--- config.mk ---
export PLATFORM = sky130hd
export DESIGN_NAME = tone_sequencer
export DESIGN_NICKNAME = d
export VERILOG_FILES = /design/src/rtl/tone_pkg.sv /design/src/rtl/tone_divider.sv /design/src/rtl/tone_sequencer.sv
export SDC_FILE = /design/constraint.sdc
export NUM_CORES = 1
export LEC_CHECK = 0
export ABC_AREA = 0
export CORE_MARGIN = 4
export CORE_UTILIZATION = 50
export CTS_CLUSTER_DIAMETER = 50
export DETAILED_ROUTE_END_ITERATION = 7
export PLACE_DENSITY_LB_ADDON = 0.1
export SETUP_SLACK_MARGIN = 0.3
export SLEW_MARGIN = 40
export SYNTH_ARGS = -nofsm -noshare
export SYNTH_HDL_FRONTEND = slang
export SYNTH_SLANG_ARGS = --single-unit
--- constraint.sdc ---
create_clock -name clk -period 4.1 [get_ports clk]
set_input_delay 0.615 -clock clk [delete_from_list [all_inputs] [get_ports clk]]
set_output_delay 0.615 -clock clk [all_outputs]
set_load 0.02 [all_outputs]
--- src/rtl/tone_pkg.sv ---
// Shared constants for the tone sequencer: pitch table, state encoding, duty codes.
// The GAP state encoding exists only when TONE_SEQ_GAP_EN is defined.
package tone_pkg;

    localparam int NUM_TONES = 17;

    // Chromatic C4..E5, rounded to whole Hz
    localparam int FREQ_HZ [NUM_TONES] = '{
        262, 277, 294, 311, 330, 349, 370, 392, 415,
        440, 466, 494, 523, 554, 587, 622, 659
    };

    localparam logic [4:0] REST = 5'd31;

    localparam logic [1:0] S_IDLE  = 2'd0;
    localparam logic [1:0] S_FETCH = 2'd1;
    localparam logic [1:0] S_PLAY  = 2'd2;
`ifdef TONE_SEQ_GAP_EN
    localparam logic [1:0] S_GAP   = 2'd3;
`endif

    localparam logic [6:0] DUTY_HI  = 7'd75;
    localparam logic [6:0] DUTY_LO  = 7'd25;
    localparam logic [6:0] DUTY_OFF = 7'd0;

    // Pitch indices past the table reuse its top entry.
    function automatic logic [31:0] half_period(input int sys_hz, input int idx);
        int i;
        i = (idx >= NUM_TONES) ? NUM_TONES - 1 : idx;
        return 32'(sys_hz / (2 * FREQ_HZ[i]));
    endfunction

endpackage

--- src/rtl/tone_divider.sv ---
// Half-period counter and tone flip-flop. load clears phase and tone and latches a new
// limit; run counts and toggles at the limit; with neither asserted the tone is held at 0.
module tone_divider #(
    parameter int CNT_W = 32
) (
    input  logic             clk,
    input  logic             reset,
    input  logic             load_i,
    input  logic             run_i,
    input  logic [CNT_W-1:0] limit_i,
    output logic             tone_o,
    output logic             tone_d_o
);

    logic [CNT_W-1:0] phase_q, phase_d;
    logic [CNT_W-1:0] limit_q, limit_d;
    logic             tone_q, tone_d;

    always_comb begin
        limit_d = limit_q;
        phase_d = '0;
        tone_d  = 1'b0;
        if (load_i) begin
            limit_d = limit_i;
        end else if (run_i) begin
            if (phase_q == limit_q) begin
                tone_d = ~tone_q;
            end else begin
                phase_d = phase_q + 1'b1;
                tone_d  = tone_q;
            end
        end
    end

    always_ff @(posedge clk) begin
        if (reset) begin
            phase_q <= '0;
            limit_q <= '0;
            tone_q  <= 1'b0;
        end else begin
            phase_q <= phase_d;
            limit_q <= limit_d;
            tone_q  <= tone_d;
        end
    end

    assign tone_o   = tone_q;
    assign tone_d_o = tone_d;

endmodule

--- src/rtl/tone_sequencer.sv ---
// Programmable melody player: song RAM, IDLE/FETCH/PLAY sequencing, tone and duty outputs.
// Define TONE_SEQ_GAP_EN to insert a silent GAP of GAP_TICKS cycles (>= 1) after every note.
module tone_sequencer
    import tone_pkg::*;
#(
    parameter int SYS_FREQ_HZ = 100_000_000,
    parameter int BEAT_TICKS  = 75_000_000,
    parameter int NOTE_W      = 5,
    parameter int ADDR_W      = 6,
    parameter int DUR_W       = 2
`ifdef TONE_SEQ_GAP_EN
    ,
    parameter int GAP_TICKS   = 5_000_000
`endif
) (
    input  logic                      clk,
    input  logic                      reset,
    input  logic                      wr_en_i,
    input  logic [ADDR_W-1:0]         wr_addr_i,
    input  logic [DUR_W+NOTE_W-1:0]   wr_data_i,
    input  logic [ADDR_W-1:0]         song_len_i,
    input  logic                      start_i,
    input  logic                      stop_i,
    input  logic                      loop_i,
    output logic                      tone_o,
    output logic [6:0]                duty_o,
    output logic                      busy_o,
    output logic                      done_o,
    output logic [ADDR_W-1:0]         note_addr_o,
    output logic [1:0]                state_o
);

    localparam int                ENTRY_W = DUR_W + NOTE_W;
    localparam int                NUM_P   = 1 << NOTE_W;
    localparam logic [NOTE_W-1:0] REST_P  = {NOTE_W{1'b1}};

    logic [ENTRY_W-1:0] ram_q [1 << ADDR_W];
    logic [ENTRY_W-1:0] rd_q;
    logic [NOTE_W-1:0]  rd_pitch;
    logic [DUR_W-1:0]   rd_dur;
    logic [31:0]        hp_rom [NUM_P];

    logic [1:0]         state_q, state_d;
    logic [ADDR_W-1:0]  note_addr_q, note_addr_d;
    logic [63:0]        dur_q, dur_d;
    logic               rest_q, rest_d;
    logic [6:0]         duty_q, duty_d;
    logic               busy_q, done_q, done_d;
    logic [1:0]         adv_state;
    logic [ADDR_W-1:0]  adv_addr;
    logic               adv_done;
    logic               div_load, div_run, tone_d;

    // Read address is the next-state address so the entry is ready during FETCH.
    always_ff @(posedge clk) begin
        if (wr_en_i) ram_q[wr_addr_i] <= wr_data_i;
        rd_q <= ram_q[note_addr_d];
    end

    assign rd_pitch = rd_q[NOTE_W-1:0];
    assign rd_dur   = rd_q[ENTRY_W-1:NOTE_W];

    for (genvar g = 0; g < NUM_P; g++) begin : g_hp
        assign hp_rom[g] = half_period(SYS_FREQ_HZ, g) - 32'd1;
    end

    always_comb begin
        adv_done = 1'b0;
        if (note_addr_q < song_len_i) begin
            adv_state = S_FETCH;
            adv_addr  = note_addr_q + 1'b1;
        end else if (loop_i) begin
            adv_state = S_FETCH;
            adv_addr  = '0;
        end else begin
            adv_state = S_IDLE;
            adv_addr  = note_addr_q;
            adv_done  = 1'b1;
        end
    end

    always_comb begin
        state_d     = state_q;
        note_addr_d = note_addr_q;
        dur_d       = dur_q;
        rest_d      = rest_q;
        done_d      = 1'b0;
        case (state_q)
            S_IDLE: if (start_i) begin
                state_d     = S_FETCH;
                note_addr_d = '0;
            end
            S_FETCH: begin
                state_d = S_PLAY;
                dur_d   = (64'(BEAT_TICKS) << rd_dur) - 64'd1;
                rest_d  = (rd_pitch == REST_P);
            end
            S_PLAY: if (dur_q == 64'd0) begin
`ifdef TONE_SEQ_GAP_EN
                state_d = S_GAP;
                dur_d   = 64'(GAP_TICKS - 1);
`else
                state_d     = adv_state;
                note_addr_d = adv_addr;
                done_d      = adv_done;
`endif
            end else begin
                dur_d = dur_q - 64'd1;
            end
`ifdef TONE_SEQ_GAP_EN
            S_GAP: if (dur_q == 64'd0) begin
                state_d     = adv_state;
                note_addr_d = adv_addr;
                done_d      = adv_done;
            end else begin
                dur_d = dur_q - 64'd1;
            end
`endif
            default: state_d = S_IDLE;
        endcase
        if (stop_i) begin
            state_d     = S_IDLE;
            note_addr_d = note_addr_q;
            done_d      = 1'b0;
        end
    end

    // Divider controls look at the next state so the tone is already 0 in FETCH/GAP/IDLE.
    assign div_load = (state_q == S_FETCH) && (state_d == S_PLAY);
    assign div_run  = (state_q == S_PLAY) && (state_d == S_PLAY) && !rest_q;

    tone_divider #(.CNT_W(32)) u_div (
        .clk      (clk),
        .reset    (reset),
        .load_i   (div_load),
        .run_i    (div_run),
        .limit_i  (hp_rom[rd_pitch]),
        .tone_o   (tone_o),
        .tone_d_o (tone_d)
    );

    assign duty_d = (state_d == S_PLAY && !rest_d) ? (tone_d ? DUTY_HI : DUTY_LO) : DUTY_OFF;

    always_ff @(posedge clk) begin
        if (reset) begin
            state_q     <= S_IDLE;
            note_addr_q <= '0;
            dur_q       <= '0;
            rest_q      <= 1'b0;
            duty_q      <= DUTY_OFF;
            busy_q      <= 1'b0;
            done_q      <= 1'b0;
        end else begin
            state_q     <= state_d;
            note_addr_q <= note_addr_d;
            dur_q       <= dur_d;
            rest_q      <= rest_d;
            duty_q      <= duty_d;
            busy_q      <= (state_d != S_IDLE);
            done_q      <= done_d;
        end
    end

    assign duty_o      = duty_q;
    assign busy_o      = busy_q;
    assign done_o      = done_q;
    assign note_addr_o = note_addr_q;
    assign state_o     = state_q;

endmodule

==> Yosys cells after proc, flatten, opt, wreduce, memory -nomap -nowiden <==
Memory sizes are Yosys's and may differ from the RTL's. A register that Yosys moved wholly into a read port is not among the register bits.
Cells that the tools add are included.
{ "op_classes": {"add_sub_neg": 4, "n_lt_le_gt_ge": 1, "eq_ne": 6, "n_shift": 1, "n_mux": 22, "n_bitwise": 6, "n_reduce_logical": 14} }
{ "op_table": {"columns": ["cell", "count"], "rows": [
  ["$pmux W64 S2", 1],
  ["$sub A64 B1 Y64 const B", 2],
  ["$logic_not A64 Y1", 1],
  ["$mux W64", 1],
  ["$shl A27 B2 Y64 const A", 1],
  ["$add A32 B1 Y32 const B", 1],
  ["$eq A32 B32 Y1", 1],
  ["$mux W6", 5],
  ["$pmux W6 S2", 1],
  ["$mux W1", 9],
  ["$mux W7", 1],
  ["$add A6 B1 Y6 const B", 1],
  ["$lt A6 B6 Y1", 1],
  ["$mux W2", 3],
  ["$not A5 Y6", 1],
  ["$pmux W2 S3", 1],
  ["$eq A5 B5 Y1 const B", 1],
  ["$not A1 Y1", 5],
  ["$reduce_or A5 Y1", 1],
  ["$eq A2 B2 Y1 const B", 2],
  ["$logic_and A1 B1 Y1", 4],
  ["$reduce_bool A2 Y1", 2],
  ["$reduce_or A4 Y1", 1],
  ["$eq A2 B1 Y1 const B", 1],
  ["5 further kinds", 6]
]} }
{ "totals": {"register_bits": 115, "ram_bits": 448, "rom_bits": 1024, "output_inout_bits": 18, "wordCells": 65, "mem_count": 2} }
{ "mem_list": {"columns": ["memory", "words", "word_bits", "rd", "rd_clocked_by_memory_dff", "wr", "line_no", "source"], "rows": [
  ["(no name shown)", 32, 32, 1, 1, 0, "tone_sequencer.sv:137", ".limit_i (hp_rom[rd_pitch]),"],
  ["ram_q", 64, 7, 1, 1, 1, "tone_sequencer.sv:37", "logic [ENTRY_W-1:0] ram_q [1 << ADDR_W];"]
]} }

==> Depth between registers and ports, before layout <==
Gate-level depths: netlist of the first run.
{ "logic_depth": {"word_depth": 11, "ltp_mapped": 16, "mapped_depth_nobuf": 12} }

==> By module <==
Synthesis of the first run repeated with hierarchy kept, for this count alone.
{ "hier_totals": {"hier_cells": 2189, "hier_area_um2": 26556.7} }
{ "modules_own_cells": {"columns": ["mod", "instances", "cells_per_inst", "area_each_um2"], "rows": [
  ["tone_sequencer", 1, 1879, 23631.4],
  ["tone_divider", 1, 310, 2925.3]
]} }

==> Least setup slack after synthesis of the first run <==
Ideal clock, no wire load.
{ "synth_path": {"path_type": "register -> register", "startpoint": "reg dur_q[20]", "endpoint": "reg rd_q[5], read port of ram_q", "setup_ps": 130, "arrival_time_ps": 3262, "required_time_ps": 3970, "setup_slack_ps": 708, "path_stages_with_launch": 12, "path_buffers": 2, "cell_sequence": "dfxtp_1 or4_4 nor4_4 nand4_4 nor3_4 nand2_2 a31oi_4 buf_6 buf_6 mux4_2 a221oi_1 nand4b_1"} }
{ "synth_between": {"elab_chain_cells": 4} }
{ "synth_lines": {"columns": ["element", "line_no", "source"], "rows": [
  ["from (decl)", "tone_sequencer.sv:45", "logic [63:0] dur_q, dur_d;"],
  ["from (signal assigned)", "tone_sequencer.sv:156", "dur_q <= dur_d;"],
  ["$logic_not A64 Y1", "tone_sequencer.sv:98", "S_PLAY: if (dur_q == 64'd0) begin"],
  ["$mux W6", "tone_sequencer.sv:98", null],
  ["$pmux W6 S2", "tone_sequencer.sv:88", "case (state_q)"],
  ["$mux W6", "tone_sequencer.sv:121", "if (stop_i) begin"],
  ["to (decl)", "tone_sequencer.sv:38", "logic [ENTRY_W-1:0] rd_q;"]
]} }
No other way between the ends.
A chain may end at the register's enable or synchronous reset.

==> Worst setup path in the final report of the first run <==
Same ends and word-level chain as after synthesis.

==> reports/metrics.cfg, run 1 <==
[finish]
stdcell_count = 2808
area_delta_synth_final_pct = 18.2
design_area_um2 = 30200
final_util = 0.600
fin_nets = 2129
diodes = 0
final_layout_size_suffix_gt1_frac = 0.186

[logic_synthesis]
netlist.area_leader.share = 0.526
postSynthAreaPerCell_um2 = 13.5
synth_cell_type_count = 74
synth_commonest_cells = 448 x edfxtp_1, 234 x nor2_1, 173 x mux2i_1
ys_warn_count = 0
yosysMostFrequentCell = edfxtp_1
synth_edf_count = 448
synth-seq-cells = 584
synth_area_leaders = edfxtp_1 53%, dfxtp_1 11%, mux2i_1 6.8%, mux4_2 4.8%, nor2_1 3.4%
synthFlopType = edfxtp_1
async_reset_ff_frac = 0
synthesis.area_um2 = 25600
synth_area_leader_cell = edfxtp_1
synthCells = 1899
ys_seq_area_frac = 0.632

[global_routing]
grtUsageTotal = 0.234
grt_pass1_vias = 16220
grt_max_degree = 65
antenna_found_initial = 0
grt_first_pass_wirelength_um = 97700
grt_overflow = 0

[detailed_routing]
route.detailed.drc = 0
first_pass_iters = 5
wirelength_um = 63900
vias = 16487
vias_per_cell = 5.87
antenna_left = 0
routedWlPerCell_um = 22.8
first_iter_violations = 1506

[power_and_ir_drop]
leakagePower_nw = 11.2
power.density_nw_per_um2 = 425
switchingPower_w = 0.00278
vdd_drop_max_mv = 0.399
comb_power_share = 0.038
sequentialPowerShare = 0.502
p_sw_frac = 0.216
internal_power_w = 0.0101
pwr-share-clk = 0.460

[place]
port_buffers = 40
hpwl_um = 41600
placed_area_um2 = 27400
gp_congestion = 0.891
placed_cells = 2661

[timing]
tightest_slew_ns = 0.827
hold_violations = 0
period_share = 0.939
fmax_mhz = 260
skew_ns = 0.0223
hold_ws_ns = 0.469
finalMaxSlewViolations = 0
finalSetupViolations = 0
setup_tns_ns = 0
grt_setup_unrepaired = true
period_needed_ns = 3.85
slew_headroom = 0.447

[floorplan]
core_area_um2 = 50400
rows = 82
io_pins = 43
initial_utilization = 0.508
die_area_um2 = 54800
die_h_um = 234
dieWidth_um = 234

[run]
maxCapViolCount = 0

[run_status]
status = complete, no violations

[worst_setup_path]
critPathTopFamily = simple AND/OR/NAND/NOR gates
crit_path_start_kind = flip-flop
cpPeakStageDelay_ns = 0.55
worstPathArrival_ns = 4.32
path_cells = or4_4, or4_4, nor4_4, buf_4, o2111ai_4, a32oi_4, buf_6, buf_12, buf_16, mux2i_1, mux2i_1, a22oi_1, nand4_1, nand4b_1
cp_slowest_cell = or4_4
path_buf_inv = 4
critPathKind = flip-flop to flip-flop
rrSetupSlack_ns = 0.25
required_ns = 4.57
cp_max_fo = 15
worstSetupEndpointType = flip-flop

[clock_network]
cts_inserted_buffers = 68
cts_tree = yes
root_buffer = clkbuf_16
clk_latency_ns = 0.61
clk_path_buf_depth = 3
clk_pin_slew_ns = 0.06
postCtsHoldBufs = 0
cts_sinks = 584
ctsHtreeMaxLevel = 3

[min_path]
hp-class = flip-flop to flip-flop

-- metal layers --
layer	up-vias	global-route usage	wire length (µm)
met5	-	0	0
met3	123	0.0396	3410
met1	8228	0.322	28000
met4	0	0.0746	1870
li1	7617	-	-
met2	519	0.383	30600
-- power groups by stage --
| stage | registers, W | clock network, W | logic [W] |
|---|---|---|---|
| after global placement | 0.00657 | 0 | 0.000452 |
| after global routing | 0.00645 | 0.00627 | 0.000521 |
| after floorplan | 0.00656 | 0 | 0.000240 |
| after CTS | 0.00645 | 0.00603 | 0.000469 |
| final | 0.00645 | 0.00591 | 0.000485 |
| after detailed placement | 0.00657 | 0 | 0.000460 |
-- tightest hold or removal path, cell delays in order (launching register included) --
cell and delay, ns:
dfxtp_1 0.32, inv_1 0.05, a21oi_1 0.05
-- worst paths after layout --
kind / endpoint / startpoint / cells after the start
min: dur_q[58]$_SDFFE_PP0P_ / dur_q[58]$_SDFFE_PP0P_ / 2
min reg2reg: dur_q[58]$_SDFFE_PP0P_ / dur_q[58]$_SDFFE_PP0P_ / 2
max reg2reg: rd_q[5]$_DFF_P_ / dur_q[20]$_SDFFE_PP0P_ / 14
max: rd_q[5]$_DFF_P_ / dur_q[20]$_SDFFE_PP0P_ / 14
-- flip-flops by register name, summed over array words and instances (netlist names) --
register       count
ram_q            448
dur_q             64
u_div.phase_q     32
u_div.limit_q     18
rd_q               7
note_addr_o        6
duty_o             3
state_o            2
busy_o             1
done_o             1
rest_q             1
u_div.tone_o       1
-- final cells by class --
class | instances | area (µm²)
well taps | 672 | 841
repair buffers | 212 | 2020
multi-input cells | 1202 | 8950
fillers | 3958 | 20100
flip-flops and latches | 584 | 16200
inverters | 19 | 71.3
clock buffers | 79 | 1760
clock inverters | 40 | 410
-- per-stage QoR --
stage | total power, W | setup slack, ns
3_3_place_gp | 0.00702 | -0.248
6_report | 0.0128 | 0.252
2_1_floorplan | 0.00680 | 0.708
4_1_cts | 0.0129 | 0.284
5_1_grt | 0.0132 | 0.134
3_5_place_dp | 0.00703 | -0.241
-- cell families after synthesis --
family	Yosys count	share of synthesized area
buf+inv	114	0.0268
xor+xnor	84	0.0288
mux	234	0.120
other cells	1	0.000147
flops	584	0.632
compound gates	281	0.0713
fa+ha+maj	17	0.00832
simple gates	584	0.113
-- cell usage in the layout (no fill, tap or decap), types with 20 or more instances in the layout --
cell | Yosys | layout
dfxtp_1 | 136 | 134
nor3_1 | 43 | 43
xnor2_1 | 40 | 40
o21ai_0 | 60 | 60
clkdlybuf4s50_1 | 0 | 32
nand2_1 | 99 | 99
nor2_1 | 234 | 234
nand2b_1 | 21 | 20
nor2b_1 | 21 | 20
a21oi_1 | 76 | 76
mux2i_1 | 173 | 158
clkbuf_16 | 0 | 70
nand4_1 | 24 | 24
xor2_1 | 44 | 44
nand3_1 | 36 | 36
edfxtp_1 | 448 | 448
mux4_2 | 54 | 54
a22oi_1 | 50 | 34
buf_4 | 12 | 144
-- what timing repair did --
| item | 4_1_cts | 5_1_grt |
|---|---|---|
| endpoints found under the setup margin | 7 | 9 |
| resized for setup | 46 | 18 |
| pin swaps | 17 | 7 |
| cloned | 5 | 1 |
| buffers inserted | 7 | 15 |
No activity file was read; power rests on OpenSTA's default activity.
==> run 2: changes to the inputs <==
CAP_MARGIN = 20   (was not set)
SKIP_CTS_REPAIR_TIMING = 1   (was not set)
==> reports/metrics.cfg, run 2 (synthesized netlist as in run 1, its figures left out) <==
[place]
gp_congestion = 0.891  ; unchanged
placed_cells = 2661  ; unchanged
hpwl_um = 41600  ; unchanged
port_buffers = 40  ; unchanged

[timing]
period_needed_ns = 3.82  ; -0.0280 ns
hold_violations = 0  ; unchanged
hold_ws_ns = 0.465  ; -0.00340 ns
finalMaxSlewViolations = 0  ; unchanged
grt_setup_unrepaired = true
tightest_slew_ns = 0.848  ; +0.0216 ns
finalSetupViolations = 0  ; unchanged
slew_headroom = 0.434  ; -0.0124
period_share = 0.932  ; -0.00682
fmax_mhz = 262  ; +0.73%
skew_ns = 0.0211  ; -0.00116 ns

[global_routing]
grt_max_degree = 65  ; unchanged
grt_overflow = 0  ; unchanged
grt_pass1_vias = 16018  ; -1.2%
grt_first_pass_wirelength_um = 96000  ; -1.8%
antenna_found_initial = 0  ; unchanged
grtUsageTotal = 0.230  ; -0.00441

[power_and_ir_drop]
power.density_nw_per_um2 = 427  ; +0.45%
p_sw_frac = 0.217  ; +0.000740
vdd_drop_max_mv = 0.399  ; -0.13%
comb_power_share = 0.038  ; about the same
leakagePower_nw = 11.3  ; about the same
switchingPower_w = 0.00279  ; +0.46%
pwr-share-clk = 0.461  ; about the same
sequentialPowerShare = 0.501  ; about the same
internal_power_w = 0.0101  ; about the same

[worst_setup_path]
worstPathArrival_ns = 4.30  ; -0.02 ns
cp_max_fo = 11  ; -4
rr_worst_depth = 15  ; +1
critPathKind = flip-flop to flip-flop
required_ns = 4.58  ; about the same
worstSetupEndpointType = flip-flop
crit_path_start_kind = flip-flop

[clock_network]
clk_pin_slew_ns = 0.06  ; about the same
cts_inserted_buffers = 68  ; unchanged
clk_path_buf_depth = 3  ; unchanged
ctsHtreeMaxLevel = 3  ; unchanged
cts_tree = yes
root_buffer = clkbuf_16
cts_sinks = 584  ; unchanged
clk_latency_ns = 0.61  ; about the same

[detailed_routing]
routedWlPerCell_um = 22.9  ; +0.40%
vias = 16403  ; -0.51%
vias_per_cell = 5.85  ; -0.30%
antenna_left = 0  ; unchanged
wirelength_um = 64000  ; +0.18%
first_pass_iters = 6  ; +1
first_iter_violations = 1348  ; -10%
route.detailed.drc = 0  ; unchanged

[run]
maxCapViolCount = 0  ; unchanged

[finish]
diodes = 0  ; unchanged
fin_nets = 2123  ; -0.28%
final_cell_mix = 448 x edfxtp_1, 234 x nor2_1, 166 x mux2i_1, 140 x buf_4, 133 x dfxtp_1
mostFrequentLayoutCell = edfxtp_1
final_layout_size_suffix_gt1_frac = 0.181  ; -0.00511
reg_top3 = ram_q (448), dur_q (64), u_div.phase_q (32)
top_register = ram_q
largest_reg_flops = 448  ; unchanged
area_delta_synth_final_pct = 17.8
stdcell_count = 2802  ; -0.21%

[min_path]
holdPathStages = 2  ; unchanged
hp-class = flip-flop to flip-flop

[floorplan]
core_area_um2 = 50400  ; unchanged
die_area_um2 = 54800  ; unchanged
io_pins = 43  ; unchanged
dieWidth_um = 234  ; unchanged
rows = 82  ; unchanged
initial_utilization = 0.508  ; unchanged
die_h_um = 234  ; unchanged

[run_status]
status = complete, no violations

==> run 2: per-layer routing <==
metal  global-route usage  part of all wire  wire length (µm)  vias up
met5                    0                 0                 0        -
met4               0.0750             0.030              1930        0
met2                0.375              0.47             30400      532
met3               0.0375             0.057              3670      125
li1                     -                 -                 -     7600
met1                0.318              0.44             28000     8146
==> run 2: cell type report <==
cell class,instances,area [µm²]
clock buffers,79,1760
flip-flops and latches,584,16200
well taps,672,841
clock inverters,40,410
inverters,19,71.3
multi-input cells,1202,8920
repair buffers,206,1950
fillers,3959,20200
==> run 2: through the flow <==
stage	instance area (µm²)	power, W	util	setup WS (ns)	TNS [ns]
2_1_floorplan	25600	0.00680	-	0.708	0
3_3_place_gp	27400	0.00702	0.544	-0.248	-1.30
3_5_place_dp	27400	0.00703	0.544	-0.241	-1.33
4_1_cts	29600	0.0129	0.588	0.0328	0
5_1_grt	30100	0.0132	0.598	0.183	0
6_report	30100	0.0129	0.598	0.280	0
==> run 2: power by group through the flow <==
| stage | combinational [W] | sequential, W | clock (W) |
|---|---|---|---|
| after floorplan | 0.000240 | 0.00656 | 0 |
| after global placement | 0.000452 | 0.00657 | 0 |
| after detailed placement | 0.000460 | 0.00657 | 0 |
| after CTS | 0.000462 | 0.00645 | 0.00603 |
| after global routing | 0.000522 | 0.00645 | 0.00627 |
| final | 0.000486 | 0.00645 | 0.00592 |
==> run 2: worst paths after layout <==
path	to	slack, ns	start
max	rd_q[2]$_DFF_P_	0.28	dur_q[1]$_SDFFE_PP0P_
min	dur_q[58]$_SDFFE_PP0P_	0.47	dur_q[58]$_SDFFE_PP0P_
max reg2reg	rd_q[2]$_DFF_P_	0.28	dur_q[1]$_SDFFE_PP0P_
min reg2reg	dur_q[58]$_SDFFE_PP0P_	0.47	dur_q[58]$_SDFFE_PP0P_
==> run 2: critical path: stages, from the launching register on <==
cell	delay, ns
dfxtp_1	0.31
or4_4	0.54
or4_4	0.51
nor4_4	0.14
buf_4	0.18
o2111ai_4	0.13
a32oi_4	0.27
buf_12	0.15
buf_12	0.16
buf_12	0.16
mux2i_1	0.20
mux2i_1	0.09
a22oi_1	0.22
buf_4	0.17
nand4_1	0.20
nand4b_1	0.23
